File: src/rtl/uart_rx_pkg.sv
// Shared definitions for the UART receive controller: FSM state encoding and
// the legal oversampling ratios.
package uart_rx_pkg;

  typedef enum logic [2:0] {
    StIdle,
    StStart,
    StData,
    StParity,
    StStop,
    StDone
  } rx_state_e;

  localparam logic [5:0] PrescaleX8  = 6'd8;
  localparam logic [5:0] PrescaleX16 = 6'd16;
  localparam logic [5:0] PrescaleX32 = 6'd32;

  // Any ratio other than 16 or 32 falls back to 8.
  function automatic logic [5:0] eff_prescale(input logic [5:0] raw);
    case (raw)
      PrescaleX16: return PrescaleX16;
      PrescaleX32: return PrescaleX32;
      default:     return PrescaleX8;
    endcase
  endfunction

endpackage

File: src/rtl/uart_rx_edge_bit_counter.sv
// Oversampling edge counter and bit counter; the bit counter advances each
// time the edge counter wraps from edge_max_i back to zero.
module uart_rx_edge_bit_counter (
  input  logic       clk,
  input  logic       rst,
  input  logic       clr_i,
  input  logic       en_i,
  input  logic [5:0] edge_max_i,
  output logic [5:0] edge_cnt_o,
  output logic [3:0] bit_cnt_o
);

  logic [5:0] edge_q, edge_d;
  logic [3:0] bit_q, bit_d;

  always_comb begin
    edge_d = edge_q;
    bit_d  = bit_q;
    if (clr_i) begin
      edge_d = '0;
      bit_d  = '0;
    end else if (en_i) begin
      if (edge_q == edge_max_i) begin
        edge_d = '0;
        bit_d  = bit_q + 4'd1;
      end else begin
        edge_d = edge_q + 6'd1;
      end
    end
  end

  always_ff @(posedge clk or posedge rst) begin
    if (rst) begin
      edge_q <= '0;
      bit_q  <= '0;
    end else begin
      edge_q <= edge_d;
      bit_q  <= bit_d;
    end
  end

  assign edge_cnt_o = edge_q;
  assign bit_cnt_o  = bit_q;

endmodule

File: src/rtl/uart_rx_ctrl.sv
// UART receive frame controller: sequences start/data/parity/stop bits, drives
// the datapath sample/check enables and reports frame completion.
module uart_rx_ctrl
  import uart_rx_pkg::*;
#(
  parameter int unsigned DATA_WIDTH = 8
) (
  input  logic       clk,
  input  logic       rst,
  input  logic       rx_in,
  input  logic [5:0] prescale,
  input  logic       par_en,
  input  logic       strt_glitch,
  input  logic       par_err,
  input  logic       stp_err,
  output logic       dat_samp_en,
  output logic       deser_en,
  output logic       strt_chk_en,
  output logic       par_chk_en,
  output logic       stp_chk_en,
  output logic [5:0] edge_cnt,
  output logic [3:0] bit_cnt,
  output logic       new_frame,
  output logic       data_valid,
  output logic       frame_err
);

  rx_state_e  state_q, state_d;
  logic [5:0] p_q, p_d;
  logic       par_en_q, par_en_d;
  logic       new_frame_q, new_frame_d;
  logic       data_valid_q, data_valid_d;
  logic       frame_err_q, frame_err_d;

  logic       active_q, active_d, cnt_run, last_edge;
  logic [5:0] half;

  assign active_q  = state_q inside {StStart, StData, StParity, StStop};
  assign active_d  = state_d inside {StStart, StData, StParity, StStop};
  // Counters only run while staying inside a frame; any entry/exit clears them.
  assign cnt_run   = active_q && active_d;
  assign last_edge = (edge_cnt == p_q - 6'd1);
  assign half      = p_q >> 1;

  uart_rx_edge_bit_counter u_counter (
    .clk        (clk),
    .rst        (rst),
    .clr_i      (!cnt_run),
    .en_i       (cnt_run),
    .edge_max_i (p_q - 6'd1),
    .edge_cnt_o (edge_cnt),
    .bit_cnt_o  (bit_cnt)
  );

  always_comb begin
    state_d      = state_q;
    p_d          = p_q;
    par_en_d     = par_en_q;
    new_frame_d  = 1'b0;
    data_valid_d = 1'b0;
    frame_err_d  = 1'b0;
    unique case (state_q)
      StIdle, StDone: begin
        if (!rx_in) begin
          state_d     = StStart;
          p_d         = eff_prescale(prescale);
          par_en_d    = par_en;
          new_frame_d = 1'b1;
        end else begin
          state_d = StIdle;
        end
      end
      StStart: if (last_edge) state_d = strt_glitch ? StIdle : StData;
      StData: begin
        if (last_edge && bit_cnt == 4'(DATA_WIDTH)) state_d = par_en_q ? StParity : StStop;
      end
      StParity: if (last_edge) state_d = StStop;
      StStop: begin
        if (last_edge) begin
          state_d = StDone;
          if (stp_err || (par_en_q && par_err)) frame_err_d = 1'b1;
          else data_valid_d = 1'b1;
        end
      end
      default: state_d = StIdle;
    endcase
  end

  always_ff @(posedge clk or posedge rst) begin
    if (rst) begin
      state_q      <= StIdle;
      p_q          <= PrescaleX8;
      par_en_q     <= 1'b0;
      new_frame_q  <= 1'b0;
      data_valid_q <= 1'b0;
      frame_err_q  <= 1'b0;
    end else begin
      state_q      <= state_d;
      p_q          <= p_d;
      par_en_q     <= par_en_d;
      new_frame_q  <= new_frame_d;
      data_valid_q <= data_valid_d;
      frame_err_q  <= frame_err_d;
    end
  end

  logic chk_pt;
  assign chk_pt = active_q && (edge_cnt == half + 6'd2);

  assign dat_samp_en = active_q && (edge_cnt >= half - 6'd1) && (edge_cnt <= half + 6'd1);
  assign strt_chk_en = chk_pt && (state_q == StStart);
  assign deser_en    = chk_pt && (state_q == StData);
  assign par_chk_en  = chk_pt && (state_q == StParity);
  assign stp_chk_en  = chk_pt && (state_q == StStop);
  assign new_frame   = new_frame_q;
  assign data_valid  = data_valid_q;
  assign frame_err   = frame_err_q;

endmodule

File: config.mk
export PLATFORM = sky130hd
export DESIGN_NAME = uart_rx_ctrl
export DESIGN_NICKNAME = d
export VERILOG_FILES = /design/src/rtl/uart_rx_pkg.sv /design/src/rtl/uart_rx_edge_bit_counter.sv /design/src/rtl/uart_rx_ctrl.sv
export SDC_FILE = /design/constraint.sdc
export NUM_CORES = 1
export LEC_CHECK = 0
export BUFFER_PORTS_ARGS = -buffer_cell sky130_fd_sc_hd__clkbuf_2
export CORE_ASPECT_RATIO = 1.25
export CORE_MARGIN = 3
export CORE_UTILIZATION = 25
export DETAILED_ROUTE_END_ITERATION = 6
export PLACE_DENSITY = 0.42
export SLEW_MARGIN = 20
export SYNTH_ARGS = -nofsm -noshare
export SYNTH_HDL_FRONTEND = slang
export SYNTH_SLANG_ARGS = --single-unit
File: constraint.sdc
create_clock -name clk -period 7.6 [get_ports clk]
set_input_delay 1.14 -clock clk [delete_from_list [all_inputs] [get_ports clk]]
set_output_delay 1.14 -clock clk [all_outputs]
set_load 0.02 [all_outputs]
==> results of run 1 <==
-- final timing paths --
check | start | end | slack, ps | cells past startpoint
worst max register to register | p_q[3] | u_counter.bit_cnt_o[3] | 4850 | 7
worst min-delay path | u_counter.edge_cnt_o[0] | u_counter.edge_cnt_o[0] | 550 | 1
min in group asynchronous | rst | u_counter.bit_cnt_o[2] | 1010 | 2
worst max-delay path | p_q[3] | dat_samp_en | 3980 | 8
worst min register to register | u_counter.edge_cnt_o[0] | u_counter.edge_cnt_o[0] | 550 | 1
max in group asynchronous | rst | p_q[4] | 6090 | 2
-- where the power goes --
group / internal, mW / switching [mW]
clock: 0.0461 / 0.0366
sequential: 0.134 / 0.0478
combinational: 0.113 / 0.151
-- Yosys cell counts, types with 2 or more instances --
| library cell | count |
|---|---|
| sky130_fd_sc_hd__o21a_1 | 3 |
| sky130_fd_sc_hd__mux2i_1 | 4 |
| sky130_fd_sc_hd__nand2b_1 | 4 |
| sky130_fd_sc_hd__or3_1 | 2 |
| sky130_fd_sc_hd__nor2_1 | 10 |
| sky130_fd_sc_hd__nor4_1 | 4 |
| sky130_fd_sc_hd__xnor2_1 | 10 |
| sky130_fd_sc_hd__a211oi_1 | 2 |
| sky130_fd_sc_hd__o21ai_0 | 6 |
| sky130_fd_sc_hd__or4_1 | 2 |
| sky130_fd_sc_hd__a31oi_1 | 2 |
| sky130_fd_sc_hd__nor2b_1 | 2 |
| sky130_fd_sc_hd__nor3_1 | 8 |
| sky130_fd_sc_hd__and3_1 | 3 |
| sky130_fd_sc_hd__inv_1 | 15 |
| sky130_fd_sc_hd__nand3_1 | 4 |
| sky130_fd_sc_hd__dfrtp_1 | 19 |
| sky130_fd_sc_hd__nand2_1 | 10 |
| sky130_fd_sc_hd__clkbuf_1 | 4 |
| sky130_fd_sc_hd__ha_1 | 14 |
| sky130_fd_sc_hd__a21oi_1 | 7 |
-- state kept, by name, indices dropped and copies added (netlist names) --
| name | flops |
|---|---|
| p_q | 3 |
| frame_err | 1 |
| data_valid | 1 |
| new_frame | 1 |
| state_q | 3 |
| u_counter.bit_cnt_o | 4 |
| u_counter.edge_cnt_o | 6 |
| par_en_q | 1 |
-- metal layers --
layer  vias to the layer above  global-route usage, %  wire (µm)
met2                        24                   18.5       1660
li1                        594                      -          -
met5                         -                      0          0
met1                       549                   12.8       1480
met4                         0                   3.52         21
met3                         2                   1.80        160
-- logic make-up (layout without fill, tap and decap cells) --
family                     count (synthesis)  after routing  synth area share (%)
AOI/OAI and AO/OA                         28             28                  13.3
xor gates and xnor gates                  12             12                  8.56
adders and majority gates                 14             14                  12.6
buffers and inverters                     19             49                  5.13
DFF                                       20             20                  36.1
muxes                                      4              4                  2.88
and+or+nand+nor                           54             54                  21.4
-- cell type report --
type	count	area share, %
Multi-Input combinational cell	112	49.2
Sequential cell	20	30.3
Timing Repair Buffer	30	9.06
Tap cell	62	4.68
Inverter	15	3.40
Clock buffer	4	3.32
-- per-stage QoR --
| stage | cell area [µm²] | worst slack [ps] | hold slack, ps | utilization, % | power (mW) |
|---|---|---|---|---|---|
| finish | 1660 | 3980 | 554 | 31.7 | 0.528 |
| global route | 1660 | 3800 | 583 | 31.7 | 0.575 |
| CTS | 1660 | 3950 | 564 | 31.7 | 0.538 |
| detailed placement | 1600 | 4240 | 546 | 30.7 | 0.452 |
| global placement | 1600 | 4370 | 536 | 30.7 | 0.447 |
| floorplan | 1390 | 4270 | 490 | - | 0.375 |
-- worst max-delay path, cell delays in order (launching register included) --
cell	delay, ps
sky130_fd_sc_hd__dfstp_2	550
sky130_fd_sc_hd__inv_1	90
sky130_fd_sc_hd__ha_1	300
sky130_fd_sc_hd__and4b_1	240
sky130_fd_sc_hd__nor2b_1	130
sky130_fd_sc_hd__a2111oi_0	410
sky130_fd_sc_hd__a21oi_1	70
sky130_fd_sc_hd__a211oi_1	220
sky130_fd_sc_hd__clkbuf_2	200
==> impl_table.tex, run 1 <==
\begin{tabular}{lr}
\hline
Metric & Value \\
\hline
\multicolumn{2}{l}{\textbf{Pwr}} \\
Pwr per Cell Area & 319 nW/µm² \\
Worst-case vdd ir drop & 147 µV \\
Leakage power figure & 0.811 nW \\
\multicolumn{2}{l}{\textbf{STA}} \\
Unrepaired setup endpoints after global routing & no \\
Hold violation total from the final report & 0 \\
Final critical delay including setup and external delays & 3620 ps \\
Fin Setup TNS & 0 ps \\
Setup violators final & 0 \\
Worst clock skew & approximately 6.9 ps \\
Max transition margin & 46.1\% \\
Tcrit/Tclk final & 47.6\% \\
Achievable frequency & roughly 280 MHz \\
Number of max-slew violations in the final report & 0 \\
Pin slew with the least headroom to its limit & between 800 and 900 ps \\
\multicolumn{2}{l}{\textbf{GRT}} \\
Vias in the first global route & 1181 \\
Maximum number of pins on one net before global-route repair & 21 \\
Total global routing overflow & 0 \\
Global-route wire length before repair & 5380 µm \\
Antenna violations before repair & 0 \\
GRT Util Overall & 10.5\% \\
\multicolumn{2}{l}{\textbf{Finish}} \\
Fraction of final layout cells sized beyond drive strength 1 & 21.5\% \\
Most frequent cells in the layout & sky130\_fd\_sc\_hd\_\_clkbuf\_2, sky130\_fd\_sc\_hd\_\_dfrtp\_1, sky130\_fd\_sc\_hd\_\_inv\_1 \\
Fin cells & $\sim$240 \\
Filler cell count in the final layout & 576 \\
Area taken by flip-flops and latches & 502 µm² \\
Most common cell after layout, fill and taps aside & sky130\_fd\_sc\_hd\_\_clkbuf\_2 \\
Area of the multi-input gates & 816 µm² \\
Fin nets & 209 \\
Area added between synthesis and finish & 19.3\% \\
Inserted Diodes & 0 \\
\multicolumn{2}{l}{\textbf{Drt}} \\
Vias per inst & 4.81 \\
Number of iterations in the first detailed-routing pass & 4 \\
DRC marker count from the first detailed-route iteration & 70 \\
Routed WL & 3320 µm \\
Drc violations & 0 \\
Antenna Violating Nets Remaining & 0 \\
DR WL/cell & about 14 µm \\
Via Count & approximately 1200 \\
\multicolumn{2}{l}{\textbf{Clock tree}} \\
Post-CTS setup buffer count & 0 \\
Post\_cts resized & 0 \\
Cell at the root of the clock tree & sky130\_fd\_sc\_hd\_\_clkbuf\_8 \\
Number of buffers inserted during clock tree synthesis & 3 \\
Clock tree buffer depth & 2 \\
Total of hold buffers inserted after clock tree synthesis & 0 \\
CTS tree & built \\
Clock-pin slew reported for the worst setup and hold paths after clock tree synthesis & 80 ps \\
Worst-Skew Late Latency & 260 ps \\
CTS sink count & 20 \\
H-tree level count & 1 \\
\multicolumn{2}{l}{\textbf{Worst setup path}} \\
Data arrival, critical path & 2480 ps \\
Crit path capture type & output port \\
Critical path start-end classification & flop to output port \\
Crit-path max FO & 4 \\
Required time of the worst setup path & around 6500 ps \\
Nature of the critical path startpoint & flop \\
\multicolumn{2}{l}{\textbf{Placed design}} \\
Quantity of I/O buffers inserted on ports & 30 \\
Detailed placer's ending HPWL & around 2600 µm \\
Post-placement cell count & 239 \\
Final RePlAce weighted congestion & 0.814 \\
\multicolumn{2}{l}{\textbf{Floorplanning}} \\
Die extent in x & between 70 and 80 µm \\
Placement row count & 29 \\
Total Die Area & 6490 µm² \\
Vertical extent of the die & 89.3 µm \\
Initial Utilization & about a quarter \\
Core ar. & 5230 µm² \\
Number of top-level design ports & 31 \\
\multicolumn{2}{l}{\textbf{Yosys}} \\
Flop and latch count out of synthesis & 20 \\
Top\_reg\_cell synth & sky130\_fd\_sc\_hd\_\_dfrtp\_1 \\
Top cells by area in the synthesized netlist & sky130\_fd\_sc\_hd\_\_dfrtp\_1, sky130\_fd\_sc\_hd\_\_ha\_1, sky130\_fd\_sc\_hd\_\_xnor2\_1 \\
Synth warnings & 0 \\
Synth async-reset ratio & between 90\% and 100\% \\
Cell type with the largest total area after synthesis & sky130\_fd\_sc\_hd\_\_dfrtp\_1 \\
Number of synthesized flops with an enable pin & 0 \\
Share of the synthesized area in the top cell type & 34.2\% \\
Fraction of the yosys area taken by sequential cells & 36.1\% \\
Mapped Area & 1390 µm² \\
Synth unique cells & 37 \\
Synth Area per Inst & 9.20 µm² \\
Syn nets & 178 \\
Gate count of the mapped netlist & 151 \\
\multicolumn{2}{l}{\textbf{Min path}} \\
Worst hold path type & flop to flop \\
\multicolumn{2}{l}{\textbf{Status}} \\
Status & finished, final reports clean \\
\multicolumn{2}{l}{\textbf{Job}} \\
Number of max-cap violations & 0 \\
\hline
\end{tabular}
(Power assumes the default switching activity.)
==> run 2: changes to the inputs <==
--- a/config.mk
+++ b/config.mk
@@ -5,6 +5,7 @@
 export SDC_FILE = /design/constraint.sdc
 export NUM_CORES = 1
 export LEC_CHECK = 0
+export ABC_AREA = 1
 export BUFFER_PORTS_ARGS = -buffer_cell sky130_fd_sc_hd__clkbuf_2
 export CORE_ASPECT_RATIO = 1.25
 export CORE_MARGIN = 3
==> constraint.sdc (replaced) <==
create_clock -name clk -period 3.43 [get_ports clk]
set_input_delay 0.5145 -clock clk [delete_from_list [all_inputs] [get_ports clk]]
set_output_delay 0.5145 -clock clk [all_outputs]
set_load 0.02 [all_outputs]
==> run 2 against run 1 <==
Critical path depth rose by 2. Non-clock buffer count is the same. Cell count grew 18%. Flip-flop and latch count stayed put.
==> impl_table.tex, run 2 <==
\begin{tabular}{lr}
\hline
Metric & Value \\
\hline
\multicolumn{2}{l}{\textbf{STA}} \\
Unrepaired setup endpoints after global routing & no (unchanged) \\
Pin slew with the least headroom to its limit & 785 ps (was 808 ps) \\
Number of max-slew violations in the final report & 0 (unchanged) \\
Achievable frequency & 358 MHz \\
Fin Setup TNS & 0 ps (unchanged) \\
Worst clock skew & 3.32 ps (was 6.89 ps) \\
Hold violation total from the final report & 0 (unchanged) \\
Final critical delay including setup and external delays & around 2800 ps \\
Max transition margin & 47.6\% (was 46.1\%) \\
Setup violators final & 0 (unchanged) \\
Tcrit/Tclk final & around four fifths \\
\multicolumn{2}{l}{\textbf{Yosys}} \\
Top cells by area in the synthesized netlist & sky130\_fd\_sc\_hd\_\_dfrtp\_1, sky130\_fd\_sc\_hd\_\_ha\_1, sky130\_fd\_sc\_hd\_\_nand2\_1 (was sky130\_fd\_sc\_hd\_\_dfrtp\_1, sky130\_fd\_sc\_hd\_\_ha\_1, sky130\_fd\_sc\_hd\_\_xnor2\_1) \\
Synth warnings & 0 (unchanged) \\
Synth async-reset ratio & 100\% (unchanged) \\
Most instantiated library cell after synthesis & sky130\_fd\_sc\_hd\_\_nand2\_1 (was sky130\_fd\_sc\_hd\_\_dfrtp\_1) \\
Flop and latch count out of synthesis & 20 (unchanged) \\
Top\_reg\_cell synth & sky130\_fd\_sc\_hd\_\_dfrtp\_1 (unchanged) \\
Synth unique cells & 27 (was 37) \\
Mapped Area & 1420 µm² (was 1390 µm²) \\
Fraction of the yosys area taken by sequential cells & 35.4\% (was 36.1\%) \\
Synth Area per Inst & 7.49 µm² (was 9.20 µm²) \\
Cell type with the largest total area after synthesis & sky130\_fd\_sc\_hd\_\_dfrtp\_1 (unchanged) \\
Gate count of the mapped netlist & 189 (was 151) \\
Syn nets & 216 (was 178) \\
Number of synthesized flops with an enable pin & 0 (unchanged) \\
Top post-synthesis cells by count & sky130\_fd\_sc\_hd\_\_nand2\_1, sky130\_fd\_sc\_hd\_\_inv\_1, sky130\_fd\_sc\_hd\_\_nor2\_1 (was sky130\_fd\_sc\_hd\_\_dfrtp\_1, sky130\_fd\_sc\_hd\_\_inv\_1, sky130\_fd\_sc\_hd\_\_ha\_1) \\
Share of the synthesized area in the top cell type & 33.6\% (was 34.2\%) \\
\multicolumn{2}{l}{\textbf{Status}} \\
Status & finished, final reports clean (unchanged) \\
\multicolumn{2}{l}{\textbf{Clock tree}} \\
Cell at the root of the clock tree & sky130\_fd\_sc\_hd\_\_clkbuf\_8 (unchanged) \\
CTS sink count & 20 (unchanged) \\
Clock tree buffer depth & 2 (unchanged) \\
CTS tree & built (unchanged) \\
Post\_cts resized & 0 (unchanged) \\
Post-CTS setup buffer count & 0 (unchanged) \\
Clock-pin slew reported for the worst setup and hold paths after clock tree synthesis & 80 ps (about the same) \\
H-tree level count & 1 (unchanged) \\
Worst-Skew Late Latency & 260 ps (about the same) \\
Total of hold buffers inserted after clock tree synthesis & 0 (unchanged) \\
Number of buffers inserted during clock tree synthesis & 3 (unchanged) \\
\multicolumn{2}{l}{\textbf{Drt}} \\
Via Count & 1274 (was 1169) \\
Routed WL & 3440 µm (was 3320 µm) \\
Drc violations & 0 (unchanged) \\
Vias per inst & 4.44 (was 4.81) \\
Number of iterations in the first detailed-routing pass & 4 (unchanged) \\
DRC marker count from the first detailed-route iteration & 39 (was 70) \\
DR WL/cell & 12.0 µm (was 13.7 µm) \\
Antenna Violating Nets Remaining & 0 (unchanged) \\
\multicolumn{2}{l}{\textbf{Job}} \\
Number of max-cap violations & 0 (unchanged) \\
\multicolumn{2}{l}{\textbf{Pwr}} \\
Leakage power figure & 0.892 nW (was 0.811 nW) \\
Worst-case vdd ir drop & 107 µV (was 147 µV) \\
Total power after layout & 0.485 mW (was 0.528 mW) \\
Pwr per Cell Area & 285 nW/µm² (was 319 nW/µm²) \\
\multicolumn{2}{l}{\textbf{Finish}} \\
Fin cells & 287 (was 243) \\
Inserted Diodes & 0 (unchanged) \\
Fraction of final layout cells sized beyond drive strength 1 & 22.9\% (was 21.5\%) \\
Number of flip-flops under the largest register name & 6 (unchanged) \\
Most frequent cells in the layout & sky130\_fd\_sc\_hd\_\_nand2\_1, sky130\_fd\_sc\_hd\_\_clkbuf\_2, sky130\_fd\_sc\_hd\_\_inv\_1, sky130\_fd\_sc\_hd\_\_nor2\_1, sky130\_fd\_sc\_hd\_\_dfrtp\_1 (was sky130\_fd\_sc\_hd\_\_clkbuf\_2, sky130\_fd\_sc\_hd\_\_dfrtp\_1, sky130\_fd\_sc\_hd\_\_inv\_1) \\
Most common cell after layout, fill and taps aside & sky130\_fd\_sc\_hd\_\_nand2\_1 (was sky130\_fd\_sc\_hd\_\_clkbuf\_2) \\
Area added between synthesis and finish & 20.1\% (was 19.3\%) \\
Filler cell count in the final layout & 593 (was 576) \\
Area taken by flip-flops and latches & 502 µm² (unchanged) \\
Area of the multi-input gates & 798 µm² (was 816 µm²) \\
Fin nets & 251 (was 209) \\
\multicolumn{2}{l}{\textbf{Floorplanning}} \\
Number of top-level design ports & 31 (unchanged) \\
Initial Utilization & 26.0\% (was 26.6\%) \\
Vertical extent of the die & 90.2 µm (was 89.3 µm) \\
Total Die Area & 6610 µm² (was 6490 µm²) \\
Placement row count & 30 (was 29) \\
Die extent in x & 73.3 µm (was 72.7 µm) \\
Core ar. & 5440 µm² (was 5230 µm²) \\
\multicolumn{2}{l}{\textbf{Placed design}} \\
Final RePlAce weighted congestion & 0.719 (was 0.814) \\
Quantity of I/O buffers inserted on ports & 30 (unchanged) \\
Post-placement cell count & 283 (was 239) \\
Detailed placer's ending HPWL & 2740 µm (was 2610 µm) \\
\multicolumn{2}{l}{\textbf{GRT}} \\
Vias in the first global route & 1267 (was 1181) \\
Maximum number of pins on one net before global-route repair & 21 (unchanged) \\
Total global routing overflow & 0 (unchanged) \\
Antenna violations before repair & 0 (unchanged) \\
Global-route wire length before repair & 5790 µm (was 5380 µm) \\
GRT Util Overall & 11.1\% (was 10.5\%) \\
\multicolumn{2}{l}{\textbf{Worst setup path}} \\
Crit-path max FO & 5 (was 4) \\
Crit path capture type & output port (unchanged) \\
Critical path start-end classification & flop to output port (unchanged) \\
Nature of the critical path startpoint & flop (unchanged) \\
Required time of the worst setup path & 2920 ps (was 6460 ps) \\
Data arrival, critical path & 2280 ps (was 2480 ps) \\
Worst setup slack for register-to-register paths & 1100 ps (was 4850 ps) \\
\multicolumn{2}{l}{\textbf{Min path}} \\
Worst hold path type & input port to asynchronous set/reset pin (was flop to flop) \\
\hline
\end{tabular}
[run 2: final timing paths]
path | to | from | depth (start not counted)
max in group asynchronous | u_counter.edge_cnt_o[4] | rst | 2
worst min-delay path | state_q[0] | rst | 2
min in group clk | par_en_q | par_en | 3
worst max-delay path | dat_samp_en | p_q[3] | 10
worst max register to register | u_counter.edge_cnt_o[4] | p_q[3] | 14
worst min register to register | data_valid | par_en_q | 3
[run 2: cell type report]
class | instances | area share [%]
Sequential cell | 20 | 29.5
Multi-Input combinational cell | 138 | 46.9
Timing Repair Buffer | 30 | 8.82
Inverter | 31 | 6.84
Clock buffer | 4 | 3.24
Tap cell | 64 | 4.71
[run 2: logic make-up after synthesis]
family	share of synthesized area (%)
AND/OR/NAND/NOR	35.7
buffers and inverters	8.22
flip-flops	35.4
AO/OA/AOI/OAI	5.83
adder cells (fa/ha/maj)	12.4
XOR/XNOR	2.47
[run 2: where the power goes]
| group | internal, mW | leakage [nW] | total (mW) | switching, mW |
|---|---|---|---|---|
| logic | 0.0195 | 0.598 | 0.0561 | 0.0366 |
| registers | 0.240 | 0.265 | 0.243 | 0.00273 |
| clock network | 0.102 | 0.0288 | 0.186 | 0.0834 |
| total | 0.362 | 0.892 | 0.485 | 0.123 |
[run 2: worst max-delay path, stage by stage (launching register included)]
cell,delay (ps)
sky130_fd_sc_hd__dfstp_2,560
sky130_fd_sc_hd__inv_1,100
sky130_fd_sc_hd__ha_1,240
sky130_fd_sc_hd__nand2_1,120
sky130_fd_sc_hd__nand2_2,80
sky130_fd_sc_hd__ha_1,270
sky130_fd_sc_hd__nand2_1,60
sky130_fd_sc_hd__nor3_1,130
sky130_fd_sc_hd__a21oi_1,90
sky130_fd_sc_hd__nor3b_1,190
sky130_fd_sc_hd__clkbuf_2,200
[run 2: layer usage]
layer | vias up | GRT usage, % | wire [µm]
met5 | - | 0 | 0
met4 | 0 | 3.17 | 43
met3 | 4 | 1.34 | 103
met2 | 20 | 19.6 | 1760
met1 | 580 | 13.6 | 1530
li1 | 670 | - | -
[run 2: through the flow]
stage                     setup slack, ps  hold WS, ps  area [µm²]  util [%]
after global placement                958          538        1650      30.3
after floorplan                       867          478        1420         -
after detailed placement              907          533        1650      30.3
final                                 636          368        1700      31.3
after CTS                             609          423        1700      31.3
after global routing                  399          461        1700      31.3
